**config.mk**
```make
export PLATFORM = sky130hd
export DESIGN_NAME = mux_serializer_16
export DESIGN_NICKNAME = d
export VERILOG_FILES = /design/src/rtl/mux_pkg.sv /design/src/rtl/mux_16x1.sv /design/src/rtl/mux_serializer_16.sv
export SDC_FILE = /design/constraint.sdc
export NUM_CORES = 1
export LEC_CHECK = 0
export CAP_MARGIN = 20
export CORE_MARGIN = 4
export CORE_UTILIZATION = 51
export CTS_CLUSTER_SIZE = 40
export DETAILED_ROUTE_END_ITERATION = 7
export PLACE_DENSITY = 0.82
export SETUP_SLACK_MARGIN = 0.4
export SYNTH_ARGS = -nofsm -noshare
export SYNTH_HDL_FRONTEND = slang
export SYNTH_HIERARCHICAL = 1
export SYNTH_SLANG_ARGS = --single-unit
```
**constraint.sdc**
```tcl
create_clock -name clk -period 1.8 [get_ports clk]
set_input_delay 0.27 -clock clk [delete_from_list [all_inputs] [get_ports clk]]
set_output_delay 0.27 -clock clk [all_outputs]
set_load 0.01 [all_outputs]
```
**src/rtl/mux_pkg.sv**
```systemverilog
// Shared widths and state encoding for the 16:1 serializer path.
// Both the mux and the serializer import this package.
package mux_pkg;

   localparam int WORD_W = 16;
   localparam int SEL_W  = 4;

   localparam logic [SEL_W-1:0] CNT_MAX = SEL_W'(WORD_W - 1);

   localparam logic [0:0] ST_IDLE  = 1'b0;
   localparam logic [0:0] ST_SHIFT = 1'b1;

endpackage

```
**src/rtl/mux_16x1.sv**
```systemverilog
// Combinational 16:1 bit select. It is fed only from registers, so its
// output changes only at clock edges.
module mux_16x1
   import mux_pkg::*;
(
   output logic              out,
   input  logic [WORD_W-1:0] i,
   input  logic [SEL_W-1:0]  s
);

   assign out = i[s];

endmodule

```
**src/rtl/mux_serializer_16.sv**
```systemverilog
// Parallel-to-serial front end: takes a 16-bit word on valid/ready and
// streams it out one bit per beat through mux_16x1.
//
// state    | meaning
// ---------+--------------------------------------------------------
// ST_IDLE  | no word held; load_ready=1, ser_valid=0
// ST_SHIFT | word in flight; ser_valid=1, cnt = beats already sent
module mux_serializer_16
   import mux_pkg::*;
#(
   parameter bit LSB_FIRST  = 1'b1,
   parameter bit IDLE_LEVEL = 1'b0
)
(
   input  logic              clk,
   input  logic              rst,
   input  logic              load_valid,
   output logic              load_ready,
   input  logic [WORD_W-1:0] i,
   input  logic              ser_ready,
   output logic              ser_valid,
   output logic              ser_out,
   output logic [SEL_W-1:0]  s,
   output logic              last,
   output logic              busy
);

   logic [0:0]        state;
   logic [0:0]        state_nxt;
   logic [SEL_W-1:0]  cnt;
   logic [SEL_W-1:0]  cnt_nxt;
   logic [WORD_W-1:0] data_reg;
   logic [WORD_W-1:0] data_nxt;
   logic              in_shift;
   logic              beat;
   logic              take;
   logic              mux_out;

   assign in_shift   = (state == ST_SHIFT);
   assign ser_valid  = in_shift;
   assign busy       = in_shift;
   assign last       = in_shift && (cnt == CNT_MAX);
   // Final beat frees the register in the same cycle, so words can abut.
   assign load_ready = !in_shift || (last && ser_ready);
   assign beat       = in_shift && ser_ready;
   assign take       = load_valid && load_ready;

   assign s       = LSB_FIRST ? cnt : (CNT_MAX - cnt);
   assign ser_out = ser_valid ? mux_out : IDLE_LEVEL;

   mux_16x1 u_mux (
      .out (mux_out),
      .i   (data_reg),
      .s   (s)
   );

   always_comb begin
      state_nxt = state;
      cnt_nxt   = cnt;
      data_nxt  = data_reg;
      case (state)
         ST_IDLE: begin
            if (take) begin
               data_nxt  = i;
               cnt_nxt   = '0;
               state_nxt = ST_SHIFT;
            end
         end
         ST_SHIFT: begin
            if (beat) begin
               if (!last) begin
                  cnt_nxt = cnt + SEL_W'(1);
               end else if (take) begin
                  data_nxt = i;
                  cnt_nxt  = '0;
               end else begin
                  cnt_nxt   = '0;
                  state_nxt = ST_IDLE;
               end
            end
         end
         default: begin
            state_nxt = ST_IDLE;
            cnt_nxt   = '0;
         end
      endcase
   end

   always_ff @(posedge clk) begin
      if (rst) begin
         state    <= ST_IDLE;
         cnt      <= '0;
         data_reg <= '0;
      end else begin
         state    <= state_nxt;
         cnt      <= cnt_nxt;
         data_reg <= data_nxt;
      end
   end

endmodule

```
# Yosys cells after proc, flatten, opt, wreduce, memory -nomap -nowiden
# Cells that the tools add are included.
[classes]
add_sub_neg = 1
magnitude_cmp = 1
n_eq_ne = 4
muxes = 15
bitwise = 1
n_reduce_logical = 8
[ops]
columns = ["cell", "n"]
rows = [
  ["2-to-1 mux 16 bit", 3],
  ["case mux 16 bit (2 select lines)", 1],
  ["2-to-1 mux 4 bit", 3],
  ["case mux 4 bit (2 select lines)", 1],
  ["less-than comparator 4 x 5 -> 1 bit (second input constant)", 1],
  ["2-to-1 mux 1 bit", 5],
  ["adder 4 x 1 -> 4 bit (second input constant)", 1],
  ["binary-select mux 1 bit (select 4 bit)", 1],
  ["equality test 4 bit (second input constant)", 1],
  ["logical AND 1 bit", 4],
  ["!= test 2 bit (second input constant)", 2],
  ["AND reduction 2 bit", 2],
  ["!= test 2 x 1 -> 1 bit (second input constant)", 1],
  ["case mux 1 bit (2 select lines)", 1],
  ["zero test 1 bit", 1],
  ["logical OR 1 bit", 1],
  ["NOT 1 bit", 1],
]
[word_totals]
ff_bits = 21
in_bits = 20
output_inout_bits = 9
wordCells = 33

# Longest topological paths before layout
# Gate-level depths: netlist (run 1).
[depth]
ltp_word = 9
depth_mapped = 6
ltp_nobuf = 4

# By module
# Netlist (run 1), hierarchy kept.
[by_module_without_submodules]
columns = ["module", "n_inst", "cells_per_inst", "area_per_inst_um2", "seq_area_each_um2"]
rows = [
  ["mux_serializer_16", 1, 151, 1351.3, 420.4],
  ["mux_16x1", 1, 7, 135.1, 0.0],
]

# Worst setup path after synthesis (run 1)
# No wires, ideal clock.
[synth_timing]
kind = "reg2out"
start = "register cnt[0], in the netlist s[0]"
end = "output port ser_out"
arrival_ps = 1494
required_time_ps = 1530
slack_ps = 36
path_stages_with_launch = 5
path_buffers = 0
cell_sequence = "dfxtp_1 -> mux4_1 -> mux2i_1 -> mux2i_1 -> and2_1"
[synth_between]
elab_chain_cells = 3
[synth_rtl]
columns = ["item", "line", "rtl"]
rows = [
  ["start, declared", "mux_serializer_16.sv:30", "logic [SEL_W-1:0] cnt;"],
  ["start signal, assigned", "mux_serializer_16.sv:96", "cnt <= cnt_nxt;"],
  ["binary-select mux 1 bit (select 4 bit)", "mux_16x1.sv:11", "assign out = i[s];"],
  ["2-to-1 mux 1 bit (implied by the code)", "mux_16x1.sv:11", ""],
  ["named net mux_out", "mux_serializer_16.sv:37", "logic mux_out;"],
  ["2-to-1 mux 1 bit", "mux_serializer_16.sv:49", "assign ser_out = ser_valid ? mux_out : IDLE_LEVEL;"],
  ["end, declared", "mux_serializer_16.sv:22", "output logic ser_out,"],
]
# The timed path passes the listed nets, and every way through them passes these cells. The select of a mux whose other input is x is not followed.

# Worst setup path in the final report (run 1)
[layout_timing]
start = "register cnt[0], in the netlist s[0]"
end = "output port load_ready"
[layout_between]
elab_chain_cells = 4
[layout_rtl]
columns = ["item", "line", "rtl"]
rows = [
  ["equality test 4 bit", "mux_serializer_16.sv:42", "assign last = in_shift && (cnt == CNT_MAX);"],
  ["logical AND 1 bit", "mux_serializer_16.sv:42", ""],
  ["logical AND 1 bit", "mux_serializer_16.sv:44", "assign load_ready = !in_shift || (last && ser_ready);"],
  ["logical OR 1 bit", "mux_serializer_16.sv:44", ""],
  ["end, declared", "mux_serializer_16.sv:18", "output logic load_ready,"],
]
# No other way between the ends.

==> results of run 1 <==
## cells in the mapped netlist (2+ instances only)
master    instances
mux4_1            4
a31oi_1          16
a21oi_1           4
o311ai_0          4
mux2i_1           4
buf_2             7
nand4b_1         17
nand2_1          20
o311ai_1         11
clkbuf_1          3
buf_4             2
inv_2             2
nor3b_1          16
nor2_1            3
buf_6             7
nand3_1           2
dfxtp_1          21
## cell families (layout without fill, tap and decap cells)
logic type                 Yosys count  count (layout)  share of synthesized area [%]
AOI/OAI and AO/OA                   40              40                           21.0
adders and majority gates            1               1                          0.842
buffers and inverters               23              78                           11.1
DFF                                 21              21                           28.3
muxes                                8               8                           9.76
and+or+nand+nor                     65              65                           29.0
## per-stage QoR
stage	std cells	setup WS [ns]	area [µm²]	power, mW
floorplan	158	0.269	1480	0.675
global placement	223	-0.160	1860	0.778
detailed placement	223	-0.188	1860	0.791
CTS	234	-0.199	2040	1.04
global route	244	-0.354	2340	1.15
finish	244	-0.240	2340	1.11
## power groups by stage
stage	registers [mW]	clock network, mW	logic, mW
after floorplan	0.522	0	0.153
after global placement	0.526	0	0.252
after detailed placement	0.527	0	0.264
after CTS	0.512	0.244	0.286
after global routing	0.516	0.281	0.351
final	0.514	0.261	0.333
## worst paths after layout
check,depth (start not counted),start,endpoint
min,3,i[6],data_reg[6]
max reg2reg,11,s[0],data_reg[4]
max,9,s[0],load_ready
min reg2reg,2,data_reg[12],data_reg[12]
## critical path: stages (launching register included)
cell and delay (ns):
dfxtp_4 0.40, buf_4 0.14, buf_4 0.13, buf_6 0.11
buf_6 0.10, buf_6 0.12, ha_4 0.18, nand4_4 0.07
nand2_1 0.06, buf_2 0.13
## cell type report
type / count / area, µm²
Multi-Input combinational cell: 114 / 1110
Fill cell: 149 / 442
Clock buffer: 4 / 26.3
Sequential cell: 21 / 439
Tap cell: 31 / 38.8
Inverter: 2 / 7.51
Timing Repair Buffer: 72 / 721
## routing by layer
layer  track usage (%)  vias up  wire [µm]
met3              3.93       12        358
met1              28.8      796       2040
li1                  -      733          -
met2              38.0       78       2650
met4              9.09        0        131
met5                 0        -          0
## repair_timing
action | 4_1_cts | 5_1_grt
pin swaps | 11 | 10
endpoints found under the hold margin | 0 | 0
hold buffers | 0 | 0
endpoints found under the setup margin | 26 | 28
gates resized for setup | 57 | 26
gates cloned | 0 | 4
setup buffers | 7 | 6
==> summary.log, run 1 <==
[floorplan] Vert. Die Dim 62.0 µm
[cts] CTS HTree Levels 1
[drt] via count 1619
[pwr] total power density per cell area 474 mW/mm²
[floorplan] Row Count 19
[pwr] power share of the combinational group 30.0%
[synth] distinct cell type count after synthesis 32
[sta] Achievable Freq 490 MHz
[place] DPL Wire Length 2.65 mm
[sta] RSZ-0062 raised after global routing yes
[pwr] switching share of total power 32.0%
[synth] post-synthesis instance area 0.00149 mm²
[finish] Total Nets Final 235
[pwr] net switching power 355 µW
[sta] Fin. Hold Viols 0
[sta] Tcrit/Tclk final 113%
[sta] worst hold-check slack 0.547 ns
[pwr] sequential cell fraction of total power 46.4%
[finish] most common cell after layout, fill and taps aside buf_4
[cts] Worst-Skew Late Latency 0.34 ns
[run] Max-cap violations 0
[worst_setup_path] maximum fanout count along the critical path 5
[finish] Largest register FFs 16
[drt] Routed Antenna Nets 0
[sta] worst slew margin relative to its limit 69.6%
[floorplan] initial standard-cell utilization of the core 53.4%
[finish] area added between synthesis and finish 57.4%
[sta] Final Max Slew Viols 0
[place] I/O Buffers 28
[finish] Final Core Density 84.1%
[cts] worst-case clock buffer depth 2
[worst_setup_path] arrival time at the worst endpoint 1.77 ns
[worst_setup_path] R2R Setup Slk -0.09 ns
[cts] number of clock sinks 21
[status] violated checks negative setup slack
[synth] cell taking the most area after synthesis dfxtp_1
[place] global placer's final weighted congestion 0.812
[synth] fraction of the yosys area taken by sequential cells 28.3%
[pwr] part of the power in the clock network 23.6%
[global_routing] global route total overflow 0
[global_routing] global-route wire length before repair 6.54 mm
[status] run status finished, violations left
[finish] top library cells by usage in the layout, fill and taps aside 30 x buf_4, 19 x nand2_1, 19 x clkdlybuf4s50_1
[synth] EDFF count, synth 0
[worst_setup_path] kind of launch point of the worst setup path flop
[floorplan] I/O Pins 29
[cts] total clock buffers created by CTS 3
[sta] endpoints failing setup 22
[synth] Synth async-reset ratio 0%
[drt] number of detailed-route iterations in the first pass 4
[drt] wirelength, routed 5.18 mm
[synth] cells taking the most area after synthesis dfxtp_1 28%, nand4b_1 10%, nor3b_1 8.1%, mux4_1 7.1%, a31oi_1 6.7%
[synth] primary flip-flop cell chosen by synthesis mapping dfxtp_1
[floorplan] placeable core area 0.00278 mm²
[global_routing] total global routing track utilization 22.7%
[global_routing] pin count of the biggest net entering global routing 34
[synth] register bit total from synthesis 21
[finish] fraction of layout cells with a size suffix above 1 41.3%
[sta] min cycle time layout 2.04 ns
[cts] root buffer cell clkbuf_4
[sta] transition time at the pin with the least slew margin 0.454 ns
[global_routing] via count of the first global-routing pass 1415
[sta] Setup Total Neg Slack -1.59 ns
[drt] detailed-route wire length per cell 21.2 µm
[sta] Setup WS post-layout -0.240 ns
[synth] proportion of netlist area held by the largest area contributor 28.3%
[drt] vias per cell 6.64
[synth] Synth Area per Inst 9.41 µm²
[worst_setup_path] class of the most critical setup path reg2out
[pwr] leakage component of the power 0.959 nW
[global_routing] antenna violations before repair 0
[pwr] internal power component 754 µW
[pwr] peak supply drop 0.596 mV
[worst_setup_path] required arrival time at the worst endpoint 1.53 ns
[hold_path] Hold Crit Class in2reg
[finish] number of diodes added for antenna fixing 0
[drt] count of unresolved DRC violations after routing 0
[cts] CTS tree built
[synth] Syn. warnings 6
[floorplan] width of the chip 62.0 µm
[floorplan] Die ar. 0.00384 mm²
[synth] nets in the synthesized netlist 179
[sta] Clock Skew 0.0126 ns
[cts] Clock transition at path regs 0.14 ns
[worst_setup_path] endpoint type of the worst setup path primary output
[synth] number of cells produced by synthesis 158
[drt] initial detailed-routing violation count 135
Power figures use the tool's default switching activity.
==> run 2, diff against run 1 <==
--- a/config.mk
+++ b/config.mk
@@ -12,6 +12,7 @@
 export DETAILED_ROUTE_END_ITERATION = 7
 export PLACE_DENSITY = 0.82
 export SETUP_SLACK_MARGIN = 0.4
+export SKIP_CTS_REPAIR_TIMING = 1
 export SYNTH_ARGS = -nofsm -noshare
 export SYNTH_HDL_FRONTEND = slang
 export SYNTH_HIERARCHICAL = 1
==> summary.log, run 2 (synthesis gave the netlist of run 1 again) <==
[finish] area added between synthesis and finish 43.9%
[pwr] total power density per cell area 503 mW/mm²
[pwr] sequential cell fraction of total power 47.7%
[finish] Total Nets Final 221
[status] run status finished, violations left
[pwr] power share of the combinational group 29.8%
[sta] Final Max Slew Viols 0
[drt] wirelength, routed 4.44 mm
[sta] Setup WS post-layout -0.252 ns
[worst_setup_path] slowest stage cell on the critical path mux4_2
[cts] Clock transition at path regs 0.12 ns
[finish] final-layout fill cell count 191
[sta] transition time at the pin with the least slew margin 0.456 ns
[pwr] internal power component 747 µW
[finish] number of diodes added for antenna fixing 0
[worst_setup_path] arrival time at the worst endpoint 1.78 ns
[pwr] peak supply drop 0.462 mV
[hold_path] Hold Crit Class in2reg
[floorplan] Row Count 19
[finish] number of standard cells in the layout, taps in and fillers out 230
[sta] Tcrit/Tclk final 114%
[pwr] switching share of total power 30.5%
[finish] top library cells by usage in the layout, fill and taps aside 26 x buf_4, 20 x nand2_1, 18 x clkdlybuf4s50_1
[cts] number of clock sinks 21
[worst_setup_path] class of the most critical setup path reg2out
[floorplan] width of the chip 62.0 µm
[worst_setup_path] endpoint type of the worst setup path primary output
[place] total placed cells including tap cells 223
[run] Max-cap violations 0
[cts] total clock buffers created by CTS 3
[drt] Routed Antenna Nets 0
[cts] worst-case clock buffer depth 2
[drt] number of detailed-route iterations in the first pass 5
[worst_setup_path] required arrival time at the worst endpoint 1.53 ns
[floorplan] placeable core area 0.00278 mm²
[sta] RSZ-0062 raised after global routing yes
[cts] root buffer cell clkbuf_4
[worst_setup_path] critical path startpoint s[0]
[hold_path] HP Start rst
[worst_setup_path] maximum fanout count along the critical path 5
[sta] worst slew margin relative to its limit 69.5%
[floorplan] initial standard-cell utilization of the core 53.4%
[global_routing] pin count of the biggest net entering global routing 34
[drt] vias per cell 6.66
[worst_setup_path] reg2reg start s[0]
[worst_setup_path] number of buffer and inverter instances along the worst setup path 2
[cts] Worst-Skew Late Latency 0.31 ns
[worst_setup_path] cell breakdown of the critical path buf_6 -> mux4_2 -> mux2i_1 -> mux2i_1 -> and2_4 -> buf_6
[place] I/O Buffers 28
[place] global placer's final weighted congestion 0.812
[worst_setup_path] kind of cell with the highest combined delay on the critical path multiplexers
[floorplan] Vert. Die Dim 62.0 µm
[global_routing] total global routing track utilization 21.4%
[sta] Fin. Hold Viols 0
[finish] Largest register FFs 16
[floorplan] I/O Pins 29
[place] DPL Wire Length 2.65 mm
[pwr] net switching power 328 µW
[floorplan] Die ar. 0.00384 mm²
[drt] via count 1531
[sta] endpoints failing setup 1
[finish] fraction of layout cells with a size suffix above 1 35.2%
[drt] detailed-route wire length per cell 19.3 µm
[cts] CTS HTree Levels 1
[global_routing] global-route wire length before repair 6.17 mm
[pwr] leakage component of the power 0.910 nW
[global_routing] via count of the first global-routing pass 1387
[sta] Setup Total Neg Slack -0.252 ns
[pwr] part of the power in the clock network 22.5%
[global_routing] global route total overflow 0
[drt] count of unresolved DRC violations after routing 0
[worst_setup_path] kind of launch point of the worst setup path flop
[global_routing] antenna violations before repair 0
[finish] most common cell after layout, fill and taps aside buf_4
[cts] CTS tree built
[sta] Clock Skew 0.00113 ns
[drt] initial detailed-routing violation count 99
[sta] Achievable Freq 487 MHz
[sta] min cycle time layout 2.05 ns
[finish] Final Core Density 76.9%
[status] violated checks negative setup slack
[worst_setup_path] largest stage delay on the critical path 0.48 ns
==> run 2: cell count changes in the layout (fill, tap and decap cells not counted), sizes merged <==
cell           previous run  this run
dlygate4sd2               2         0
clkdlybuf4s15             1         0
buf                      46        33
dlymetal6s2s              0         6
clkdlybuf4s50            19        18
clkbuf                    8         5
==> run 2: metal layers <==
metal / track usage (%) / vias up / share of wire (%)
li1: - / 705 / -
met1: 26.7 / 731 / 39
met2: 37.1 / 74 / 50
met3: 3.31 / 21 / 7.0
met4: 7.27 / 0 / 3.7
met5: 0 / - / 0
==> run 2: final cells by class <==
class,instances,area [µm²],share of cell area (%)
multi-input combinational,114,1090,50.8
timing repair buffer,58,539,25.2
sequential,21,439,20.5
tap,31,38.8,1.81
clock buffer,4,26.3,1.23
inverter,2,7.51,0.351
==> run 2: power by group through the flow <==
stage | logic [mW] | clock network, mW | registers (mW)
global route | 0.341 | 0.264 | 0.516
detailed placement | 0.264 | 0 | 0.527
floorplan | 0.153 | 0 | 0.522
CTS | 0.265 | 0.244 | 0.516
global placement | 0.252 | 0 | 0.526
finish | 0.321 | 0.242 | 0.513
==> run 2: metrics by stage <==
step           worst slack [ns]  power (mW)  hold slack, ns  instance area (µm²)
2_1_floorplan             0.269       0.675           0.429                 1480
3_3_place_gp             -0.160       0.778           0.522                 1860
3_5_place_dp             -0.188       0.791           0.535                 1860
4_1_cts                  -0.559        1.03           0.533                 1880
5_1_grt                  -0.350        1.12           0.490                 2140
6_report                 -0.252        1.08           0.462                 2140
==> run 2: path summary, 6_finish.rpt <==
check | end | slack [ns] | cells after the start
worst min register to register | data_reg[0] | 0.58 | 2
worst min-delay path | data_reg[0] | 0.46 | 2
worst max register to register | data_reg[2] | 0.26 | 7
worst max-delay path | ser_out | -0.25 | 6
==> run 2: worst reg2reg max path, cell delays in order (launching register included) <==
cell	delay, ns
dfxtp_4	0.39
buf_4	0.13
buf_6	0.12
ha_4	0.17
nand4_4	0.08
buf_12	0.24
nand4b_1	0.23
o311ai_4	0.10
==> run 3, diff against run 2 <==
--- a/config.mk
+++ b/config.mk
@@ -6,11 +6,13 @@
 export NUM_CORES = 1
 export LEC_CHECK = 0
 export CAP_MARGIN = 20
+export CORE_ASPECT_RATIO = 1.75
 export CORE_MARGIN = 4
-export CORE_UTILIZATION = 51
+export CORE_UTILIZATION = 53
+export CTS_BUF_LIST = sky130_fd_sc_hd__clkbuf_8
 export CTS_CLUSTER_SIZE = 40
 export DETAILED_ROUTE_END_ITERATION = 7
-export PLACE_DENSITY = 0.82
+export PLACE_DENSITY = 0.84
 export SETUP_SLACK_MARGIN = 0.4
 export SKIP_CTS_REPAIR_TIMING = 1
 export SYNTH_ARGS = -nofsm -noshare
==> summary.log, run 3 (synthesis gave the netlist of run 1 again) <==
[drt] sum of met3 wire segment lengths after detailed routing 184 µm
[status] violated checks negative setup slack
[floorplan] initial standard-cell utilization of the core 55.3%
[global_routing] antenna violations before repair 0
[floorplan] placeable core area 0.00269 mm²
[sta] endpoints failing setup 1
[floorplan] Die ar. 0.00375 mm²
[drt] number of detailed-route iterations in the first pass 4
[drt] Routed Antenna Nets 0
[cts] CTS HTree Levels 1
[sta] RSZ-0062 raised after global routing yes
[cts] Clock transition at path regs 0.08 ns
[worst_setup_path] endpoint type of the worst setup path primary output
[global_routing] global route total overflow 0
[finish] Total Nets Final 219
[sta] Fin. Hold Viols 0
[finish] most common cell after layout, fill and taps aside buf_4
[worst_setup_path] maximum fanout count along the critical path 5
[sta] Setup Total Neg Slack -0.165 ns
[place] total placed cells including tap cells 217
[floorplan] Row Count 25
[run] Max-cap violations 0
[worst_setup_path] arrival time at the worst endpoint 1.70 ns
[pwr] switching share of total power 29.4%
[place] I/O Buffers 28
[pwr] peak supply drop 0.473 mV
[finish] Largest register FFs 16
[drt] detailed-route wire length per cell 19.1 µm
[floorplan] Vert. Die Dim 78.1 µm
[global_routing] via count of the first global-routing pass 1347
[global_routing] global-route wire length before repair 6.02 mm
[sta] transition time at the pin with the least slew margin 0.480 ns
[place] DPL Wire Length 2.68 mm
[hold_path] hold path cells 4
[finish] fraction of layout cells with a size suffix above 1 35.0%
[pwr] Total Power 1.17 mW
[cts] Worst-Skew Late Latency 0.27 ns
[global_routing] pin count of the biggest net entering global routing 56
[worst_setup_path] R2R Setup Slk 0.23 ns
[cts] number of clock sinks 21
[finish] final-layout fill cell count 159
[drt] count of unresolved DRC violations after routing 0
[pwr] sequential cell fraction of total power 44.2%
[worst_setup_path] class of the most critical setup path reg2out
[place] global placer's final weighted congestion 0.843
[pwr] net switching power 345 µW
[global_routing] total global routing track utilization 21.5%
[sta] min cycle time layout 1.97 ns
[drt] total routed wire length on the met1 layer 1.61 mm
[hold_path] Hold Crit Class in2reg
[sta] worst slew margin relative to its limit 68.0%
[sta] Tcrit/Tclk final 109%
[drt] vias per cell 6.76
[floorplan] width of the chip 48.0 µm
[pwr] internal power component 827 µW
[cts] worst-case clock buffer depth 2
[drt] via count 1514
[pwr] leakage component of the power 0.947 nW
[drt] Met2 Wirelength 2.37 mm
[sta] Final Max Slew Viols 0
[finish] number of diodes added for antenna fixing 0
[cts] total clock buffers created by CTS 3
[pwr] total power density per cell area 533 mW/mm²
[cts] root buffer cell clkbuf_8
[finish] number of standard cells in the layout, taps in and fillers out 224
[drt] highest metal layer used by the detailed router met4
[floorplan] I/O Pins 29
[worst_setup_path] required arrival time at the worst endpoint 1.53 ns
[finish] top library cells by usage in the layout, fill and taps aside 23 x buf_4, 20 x nand2_1, 20 x clkdlybuf4s50_1
[finish] area added between synthesis and finish 48.1%
[cts] CTS tree built
[drt] initial detailed-routing violation count 59
[pwr] power share of the combinational group 28.7%
[sta] Setup WS post-layout -0.165 ns
[worst_setup_path] length in cells of the worst reg-to-reg path 7
[worst_setup_path] kind of launch point of the worst setup path flop
[sta] Achievable Freq 509 MHz
[status] run status finished, violations left
[drt] wirelength, routed 4.27 mm
[pwr] part of the power in the clock network 27.2%
[sta] Clock Skew 0.00432 ns
-- run 3: cell count changes in the layout (fill, tap and decap cells not counted), moves of 3 or more --
| cell | previous run | this run |
|---|---|---|
| a31oi_1 | 16 | 13 |
| clkbuf_4 | 3 | 0 |
| o311ai_4 | 7 | 10 |
| o311ai_2 | 9 | 6 |
| buf_4 | 26 | 23 |
| clkbuf_8 | 0 | 3 |
| a31oi_2 | 0 | 3 |
-- run 3: metrics by stage --
step                      hold slack, ns  utilization [%]  instance area, µm²  setup WS, ns
after global placement             0.537             68.8                1850        -0.153
after floorplan                    0.429                -                1480         0.269
after detailed placement           0.563             68.8                1850        -0.194
after global routing               0.548             81.9                2200        -0.199
after CTS                          0.576             70.5                1900        -0.490
final                              0.516             81.9                2200        -0.165
-- run 3: path summary, 6_finish.rpt --
path | from | to
setup reg to reg | s[0] | data_reg[3]
hold / removal | ser_ready | s[0]
setup / recovery | s[0] | ser_out
hold reg to reg | s[1] | s[1]
-- run 3: routing by layer --
metal	global-route usage, %	up-vias
li1	-	707
met5	0	-
met2	36.1	51
met1	25.9	745
met4	9.43	0
met3	2.29	11
-- run 3: critical path, cell delays in order, from the launching register on --
cell,delay (ns)
dfxtp_4,0.39
mux4_2,0.50
mux2i_1,0.16
mux2i_1,0.11
and2_4,0.15
buf_6,0.11
-- run 3: cell type report --
type	count	area, µm²	area share, %
multi-input cells	114	1140	51.9
inverters	2	7.51	0.341
well taps	27	33.8	1.53
flip-flops and latches	21	433	19.7
clock inverters	1	3.75	0.170
clock buffers	3	41.3	1.88
repair buffers	56	539	24.5
-- run 3: power groups by stage --
| stage | Sequential (mW) | Clock [mW] | Combinational (mW) |
|---|---|---|---|
| 6_report | 0.518 | 0.319 | 0.336 |
| 5_1_grt | 0.521 | 0.343 | 0.355 |
| 4_1_cts | 0.519 | 0.321 | 0.270 |
| 3_5_place_dp | 0.529 | 0 | 0.269 |
| 3_3_place_gp | 0.528 | 0 | 0.256 |
| 2_1_floorplan | 0.522 | 0 | 0.153 |
